$ cat src/rtl/tl_rx_write_handler_ecrc_seq.sv
// Receive-side TLP sequencer: registers beats toward an ECRC checker, extracts the digest,
// and strobes compare / seed reload. Define TL_RX_ECRC_SEQ_ERR_EN to enable the o_seq_err pulse.
module tl_rx_write_handler_ecrc_seq #(
    parameter int DW               = 32,
    parameter int VALID_DATA_WIDTH = 3,
    parameter int DATA_WIDTH       = 8 * DW
) (
    input  logic                        i_clk,
    input  logic                        i_rst,
    input  logic                        i_valid,
    output logic                        o_ready,
    input  logic [DATA_WIDTH-1:0]       i_data,
    input  logic                        i_sop,
    input  logic                        i_eop,
    input  logic [VALID_DATA_WIDTH-1:0] i_eop_dw,
    input  logic                        i_td,
    output logic [DATA_WIDTH-1:0]       o_crc_data,
    output logic [VALID_DATA_WIDTH-1:0] o_crc_len,
    output logic                        o_crc_en,
    output logic                        o_hdr_blk,
    output logic                        o_done,
    output logic [DW-1:0]               o_rcv_ecrc,
    output logic                        o_n_clr,
    output logic                        o_seq_err
);

    typedef enum logic [1:0] {
        S_IDLE,
        S_BODY,
        S_DONE,
        S_CLR
    } state_t;

    state_t                        state_q, state_d;
    logic                          td_q, td_d;
    logic [DATA_WIDTH-1:0]         crc_data_q, crc_data_d;
    logic [VALID_DATA_WIDTH-1:0]   crc_len_q, crc_len_d;
    logic                          crc_en_q, crc_en_d;
    logic                          hdr_blk_q, hdr_blk_d;
    logic                          done_q, done_d;
    logic                          n_clr_q, n_clr_d;
    logic [DW-1:0]                 rcv_ecrc_q, rcv_ecrc_d;

    logic                          xfer;
    logic                          idle_drop;
    logic                          abort;
    logic                          accept;
    logic                          frame_err;
    logic                          beat_td;
    logic [DW-1:0]                 eop_dw_word;

    assign o_ready     = (state_q == S_IDLE) || (state_q == S_BODY);
    assign xfer        = i_valid && o_ready;
    // A beat without sop while no TLP is open has no context and is discarded.
    assign idle_drop   = xfer && (state_q == S_IDLE) && !i_sop;
    assign abort       = xfer && (state_q == S_BODY) && i_sop;
    assign accept      = xfer && !idle_drop;
    assign frame_err   = idle_drop || abort;
    assign beat_td     = i_sop ? i_td : td_q;
    assign eop_dw_word = i_data[(DATA_WIDTH - 1) - DW * int'(i_eop_dw) -: DW];

    always_comb begin
        // NOTE: every signal driven here gets a default first, so no latch can be inferred.
        state_d = state_q;
        td_d    = td_q;
        done_d  = 1'b0;
        n_clr_d = 1'b1;
        unique case (state_q)
            S_IDLE, S_BODY: begin
                if (accept) begin
                    if (i_sop) begin
                        td_d = i_td;
                    end
                    state_d = i_eop ? S_DONE : S_BODY;
                    if (abort) begin
                        n_clr_d = 1'b0;
                    end
                end
            end
            S_DONE: begin
                done_d  = td_q;
                state_d = S_CLR;
            end
            S_CLR: begin
                n_clr_d = 1'b0;
                state_d = S_IDLE;
            end
            default: state_d = S_IDLE;
        endcase
    end

    always_comb begin
        crc_data_d = crc_data_q;
        crc_len_d  = crc_len_q;
        hdr_blk_d  = hdr_blk_q;
        rcv_ecrc_d = rcv_ecrc_q;
        crc_en_d   = 1'b0;
        if (accept) begin
            crc_data_d = i_data;
            hdr_blk_d  = i_sop;
            if (beat_td) begin
                if (!i_eop) begin
                    crc_en_d  = 1'b1;
                    crc_len_d = '1;
                end else begin
                    // Digest DW is never folded; a digest-only beat folds nothing.
                    rcv_ecrc_d = eop_dw_word;
                    if (i_eop_dw != '0) begin
                        crc_en_d  = 1'b1;
                        crc_len_d = i_eop_dw - VALID_DATA_WIDTH'(1);
                    end
                end
            end
        end
    end

    always_ff @(posedge i_clk) begin
        // NOTE: sequential state uses non-blocking assignments so all registers sample pre-edge values.
        if (i_rst) begin
            state_q    <= S_IDLE;
            td_q       <= 1'b0;
            crc_data_q <= '0;
            crc_len_q  <= '0;
            crc_en_q   <= 1'b0;
            hdr_blk_q  <= 1'b0;
            done_q     <= 1'b0;
            n_clr_q    <= 1'b1;
            rcv_ecrc_q <= '0;
        end else begin
            state_q    <= state_d;
            td_q       <= td_d;
            crc_data_q <= crc_data_d;
            crc_len_q  <= crc_len_d;
            crc_en_q   <= crc_en_d;
            hdr_blk_q  <= hdr_blk_d;
            done_q     <= done_d;
            n_clr_q    <= n_clr_d;
            rcv_ecrc_q <= rcv_ecrc_d;
        end
    end

    assign o_crc_data = crc_data_q;
    assign o_crc_len  = crc_len_q;
    assign o_crc_en   = crc_en_q;
    assign o_hdr_blk  = hdr_blk_q;
    assign o_done     = done_q;
    assign o_n_clr    = n_clr_q;
    assign o_rcv_ecrc = rcv_ecrc_q;

`ifdef TL_RX_ECRC_SEQ_ERR_EN
    logic seq_err_q;

    always_ff @(posedge i_clk) begin
        if (i_rst) begin
            seq_err_q <= 1'b0;
        end else begin
            seq_err_q <= frame_err;
        end
    end

    assign o_seq_err = seq_err_q;
`else
    logic unused_frame_err;

    assign unused_frame_err = frame_err;
    assign o_seq_err        = 1'b0;
`endif

endmodule

$ cat config.mk
export PLATFORM = sky130hd
export DESIGN_NAME = tl_rx_write_handler_ecrc_seq
export DESIGN_NICKNAME = d
export VERILOG_FILES = /design/src/rtl/tl_rx_write_handler_ecrc_seq.sv
export SDC_FILE = /design/constraint.sdc
export NUM_CORES = 1
export LEC_CHECK = 0
export BUFFER_PORTS_ARGS = -buffer_cell sky130_fd_sc_hd__buf_2
export CAP_MARGIN = 40
export CORE_AREA = 2 2 220 222
export DETAILED_ROUTE_END_ITERATION = 8
export DIE_AREA = 0 0 222 224
export HOLD_SLACK_MARGIN = 0.03
export SETUP_SLACK_MARGIN = 0.2
export SYNTH_ARGS = -nofsm -noshare
export SYNTH_HDL_FRONTEND = slang
export SYNTH_SLANG_ARGS = --single-unit
$ cat constraint.sdc
create_clock -name i_clk -period 2 [get_ports i_clk]
set_clock_uncertainty 0.2 [all_clocks]
set_input_delay 0.3 -clock i_clk [delete_from_list [all_inputs] [get_ports i_clk]]
set_output_delay 0.3 -clock i_clk [all_outputs]
set_load 0.005 [all_outputs]
==> impl_summary.txt <==
----------------------------------------------------
[Global routing]
  Sum of overflow across all layers after global routing ... 0
  GRT Util Overall ... 26.7%
  Via count of the first global-routing pass ... 15316
  Global-route wire length before repair ... 101000 µm
  Number of antenna violations at the first check in global routing ... 3
  Maximum number of pins on one net before global-route repair ... 114

[Detailed routing]
  Via count ... 16221
  Number of search-and-repair iterations in the first detailed-routing pass ... 6
  Final routed wire length divided by cell count ... 24.9 µm
  Drt drc ... 0
  DR iter-0 viols ... 2043
  Post-route antenna net violation count ... 0
  Total wire length after detailed routing ... 71800 µm
  Number of vias per cell ... 5.63

[Floorplan]
  Chip height ... between 200 and 250 µm
  Die Width ... 222 µm
  Number of top-level pins ... 562
  Total number of placement rows ... 80
  Total core area ... 47300 µm²
  Effective utilization at floorplan ... 28.4%
  Die area ... 49700 µm²

[Logic synthesis]
  Combinational family with the most area after synthesis ... compound AO/OA/AOI/OAI gates
  Xor/xnor cell area share of the yosys netlist ... 0.0652%
  Complex-gate fraction of the synthesized area ... 25.4%
  Synthesized flop and latch total ... 298
  Synthesized Nets ... 1750
  Mux contribution to synthesized area ... 10.9%
  Post-synthesis area per instance ... roughly 9.1 µm²
  Post-synthesis cell area ... roughly 13000 µm²
  Post-synthesis share of cell area spent on and, or, nand and nor gates ... 12.0%
  Gate count after technology mapping ... between 1000 and 1500
  Adder-cell share of the synthesized area ... 0.186%
  Synthesis Warnings ... 0
  Sequential area share after synthesis ... roughly 44%
  Count of different cell masters after synthesis ... 31

[Timing]
  Final hold violations ... 0
  Fin Hold WS ... slightly below 0.006 ns
  Crit path time final ... 1.80 ns
  Tightest slew margin relative to the limit ... 53.1%
  Final Max Slew Viols ... 0
  Measured slew at the worst slew-check pin ... 0.704 ns
  Period utilization ... 89.9%
  Maximum achievable frequency ... 556 MHz
  Count of final setup violators ... 0
  RSZ-0062 raised after global routing ... yes

[Worst setup path]
  Number of cells on the worst reg-to-reg path ... 5
  Reg-to-reg critical path startpoint ... state_q[0]$_SDFFE_PP0P_
  Endpoint of the most critical register-to-register path ... o_crc_data[43]$_SDFFE_PP0N_
  List of cells traversed by the critical path ... or2_4 > buf_16 > buf_12 > nand3_1 > a21oi_1
  Peak fanout along the critical path ... 40
  Slack of the worst reg-to-reg path ... about 0.20 ns
  Startpoint type of the worst setup path ... flop
  CP Data Arrival Time ... 2.08 ns
  CP Capture Type ... flop
  Cell at the slowest stage of the critical path ... dfxtp_1
  CP max stage delay ... 0.45 ns
  Critical Path RT ... 2.29 ns
  Worst setup path class ... reg2reg

[Finish]
  Area of all placed cells without fillers ... 21300 µm²
  Number of nets in the final layout ... 2500
  Area of all sequential standard cells ... 5970 µm²
  Multi-input combinational cell area ... roughly 6600 µm²
  Fillcell total ... 4479
  Synthesis-to-finish area growth ... 58.6%
  Share of post-route cells with drive strength above 1 ... 35.3%

[Worst hold path]
  Hold-critical path depth ... 2
  Worst-case hold path end point ... o_crc_data[80]$_SDFFE_PP0N_
  Path type of the worst min-delay path ... in2reg
  Start point of the worst hold path ... i_rst

[Clock network]
  Root Buffer ... clkbuf_16
  Clock Path Buffers ... 3
  Clk slew on worst S/H paths ... around 0.060 ns
  Clock latency at the later pin of the worst-skew pair ... 0.56 ns
  Clock buffers created by TritonCTS ... 38
  H-tree Lvls ... 2
  Clk sink count ... 298
  TritonCTS clock tree ... yes

[Job]
  Max cap viols ... 0

[Placed design]
  Area post-placement ... approximately 17000 µm²
  # port buffers ... 560
  Final RePlAce weighted congestion ... 0.905
  Placed wire-length estimate ... 48400 µm

[Pwr]
  Max VDD drop ... 0.000500 V
  Tot Pwr ... 17200 µW
  LEAKAGE ... 0.00888 µW
  Power per unit of standard cell area ... around 800 nW/µm²

[Status]
  Run status ... complete, no violations

----------------------------------------------------
-- flip-flops by register name, indices dropped and copies added (netlist names), 2 cells and up --
register	cells
o_crc_len	3
o_crc_data	256
state_q	2
o_rcv_ecrc	32
-- power breakdown --
group          internal (µW)  switching (µW)
logic                   1580            1990
registers               6280             173
clock network           4310            2880
-- critical path, delay by kind of cell (launching register included) --
| family | cells | cell delay (ns) |
|---|---|---|
| AOI/OAI and AO/OA | 1 | 0.15 |
| buffers and inverters | 2 | 0.49 |
| DFF | 1 | 0.45 |
| and+or+nand+nor | 2 | 0.37 |
-- through the flow --
stage	TNS (ns)	cells	setup slack (ns)	utilization (%)
floorplan	0	1483	0.227	-
global placement	-0.371	2526	-0.0768	35.6
detailed placement	-0.605	2526	-0.102	35.6
CTS	0	2861	0.182	44.1
global route	0	2879	0.153	45.0
finish	0	2879	0.202	45.0
-- cell type report --
class	instances	share of cell area, %
inverters	4	0.0705
repair buffers	897	31.4
multi-input cells	994	30.8
clock buffers	57	5.28
clock inverters	12	0.799
diodes	2	0.0235
well taps	615	3.61
flip-flops and latches	298	28.0
-- kinds of logic (layout without fill, tap and decap cells) --
kind of cell / Yosys count / after routing
buffers and inverters: 192 / 970
muxes: 66 / 66
xor gates and xnor gates: 1 / 1
and+or+nand+nor: 334 / 335
other: 1 / 3
DFF: 298 / 298
AOI/OAI and AO/OA: 589 / 589
adders and majority gates: 2 / 2
-- synthesized netlist by cell type --
| cell type | number | area share (%) |
|---|---|---|
| a311oi_1 | 4 | 0.26 |
| nand3_1 | 257 | 9.6 |
| dfxtp_1 | 298 | 44 |
| buf_2 | 61 | 2.3 |
| mux2i_1 | 1 | 0.075 |
| or3_1 | 1 | 0.047 |
| o21ai_0 | 235 | 8.8 |
| inv_1 | 4 | 0.11 |
| a311oi_2 | 31 | 3.5 |
| buf_4 | 6 | 0.34 |
| clkbuf_1 | 103 | 2.9 |
| xnor2_1 | 1 | 0.065 |
| a41oi_1 | 35 | 2.3 |
| o21ai_1 | 22 | 0.82 |
| buf_1 | 2 | 0.056 |
| a21oi_1 | 261 | 9.7 |
| and4_4 | 1 | 0.084 |
| nand2b_1 | 1 | 0.047 |
| buf_6 | 16 | 1.3 |
| nand2_1 | 65 | 1.8 |
| conb_1 | 1 | 0.028 |
| and4_1 | 1 | 0.065 |
| nor2b_1 | 2 | 0.093 |
| mux2_4 | 1 | 0.11 |
| ha_1 | 2 | 0.19 |
| or2_1 | 1 | 0.047 |
| nor3b_1 | 1 | 0.056 |
| nor2_1 | 2 | 0.056 |
| mux4_2 | 64 | 11 |
| a211o_1 | 1 | 0.065 |
| nand3b_1 | 2 | 0.11 |
-- repair_timing --
action                                 in CTS  in global routing
setup endpoints to repair                 123                206
pin swaps                                   1                  2
buffers inserted                            2                  7
hold buffers                              262                  0
resized for setup                           7                 20
endpoints found under the hold margin     264                  0
gates cloned                                2                  9
-- layer usage --
metal | up-vias | global-route usage (%) | part of all wire (%)
li1 | 7046 | - | -
met1 | 7872 | 33.9 | 40
met2 | 1089 | 44.1 | 48
met3 | 212 | 5.40 | 8.0
met4 | 2 | 11.7 | 4.5
met5 | - | 0 | 0.018
-- worst max path at each step --
stage / from / to / slack [ns] / cells after the start
after CTS: state_q[0]$_SDFFE_PP0P_ / o_crc_data[87]$_SDFFE_PP0N_ / 0.18 / 5
after detailed placement: i_eop_dw[0] / o_rcv_ecrc[22]$_SDFFE_PP0P_ / -0.10 / 5
after global placement: i_eop_dw[0] / o_rcv_ecrc[22]$_SDFFE_PP0P_ / -0.08 / 5
final: state_q[0]$_SDFFE_PP0P_ / o_crc_data[43]$_SDFFE_PP0N_ / 0.20 / 5
after global routing: i_valid / o_crc_data[182]$_SDFFE_PP0N_ / 0.15 / 7
after floorplan: i_eop_dw[0] / o_crc_len[0]$_SDFFE_PP0P_ / 0.23 / 8
-- layout by cell type, fill, tap and decap left out, types with 10 or more instances in the layout --
master / synthesis / layout
buf_2: 61 / 557
dfxtp_1: 298 / 297
o21ai_0: 235 / 235
a311oi_2: 31 / 32
buf_4: 6 / 27
clkbuf_16: 0 / 48
clkbuf_1: 103 / 10
mux4_2: 64 / 64
a21oi_1: 261 / 261
a41oi_1: 35 / 35
nand3_1: 257 / 257
buf_12: 0 / 23
buf_16: 0 / 10
o21ai_1: 22 / 22
nand2_1: 65 / 65
dlygate4sd3_1: 0 / 262
No activity file was read; power rests on OpenSTA's default activity.
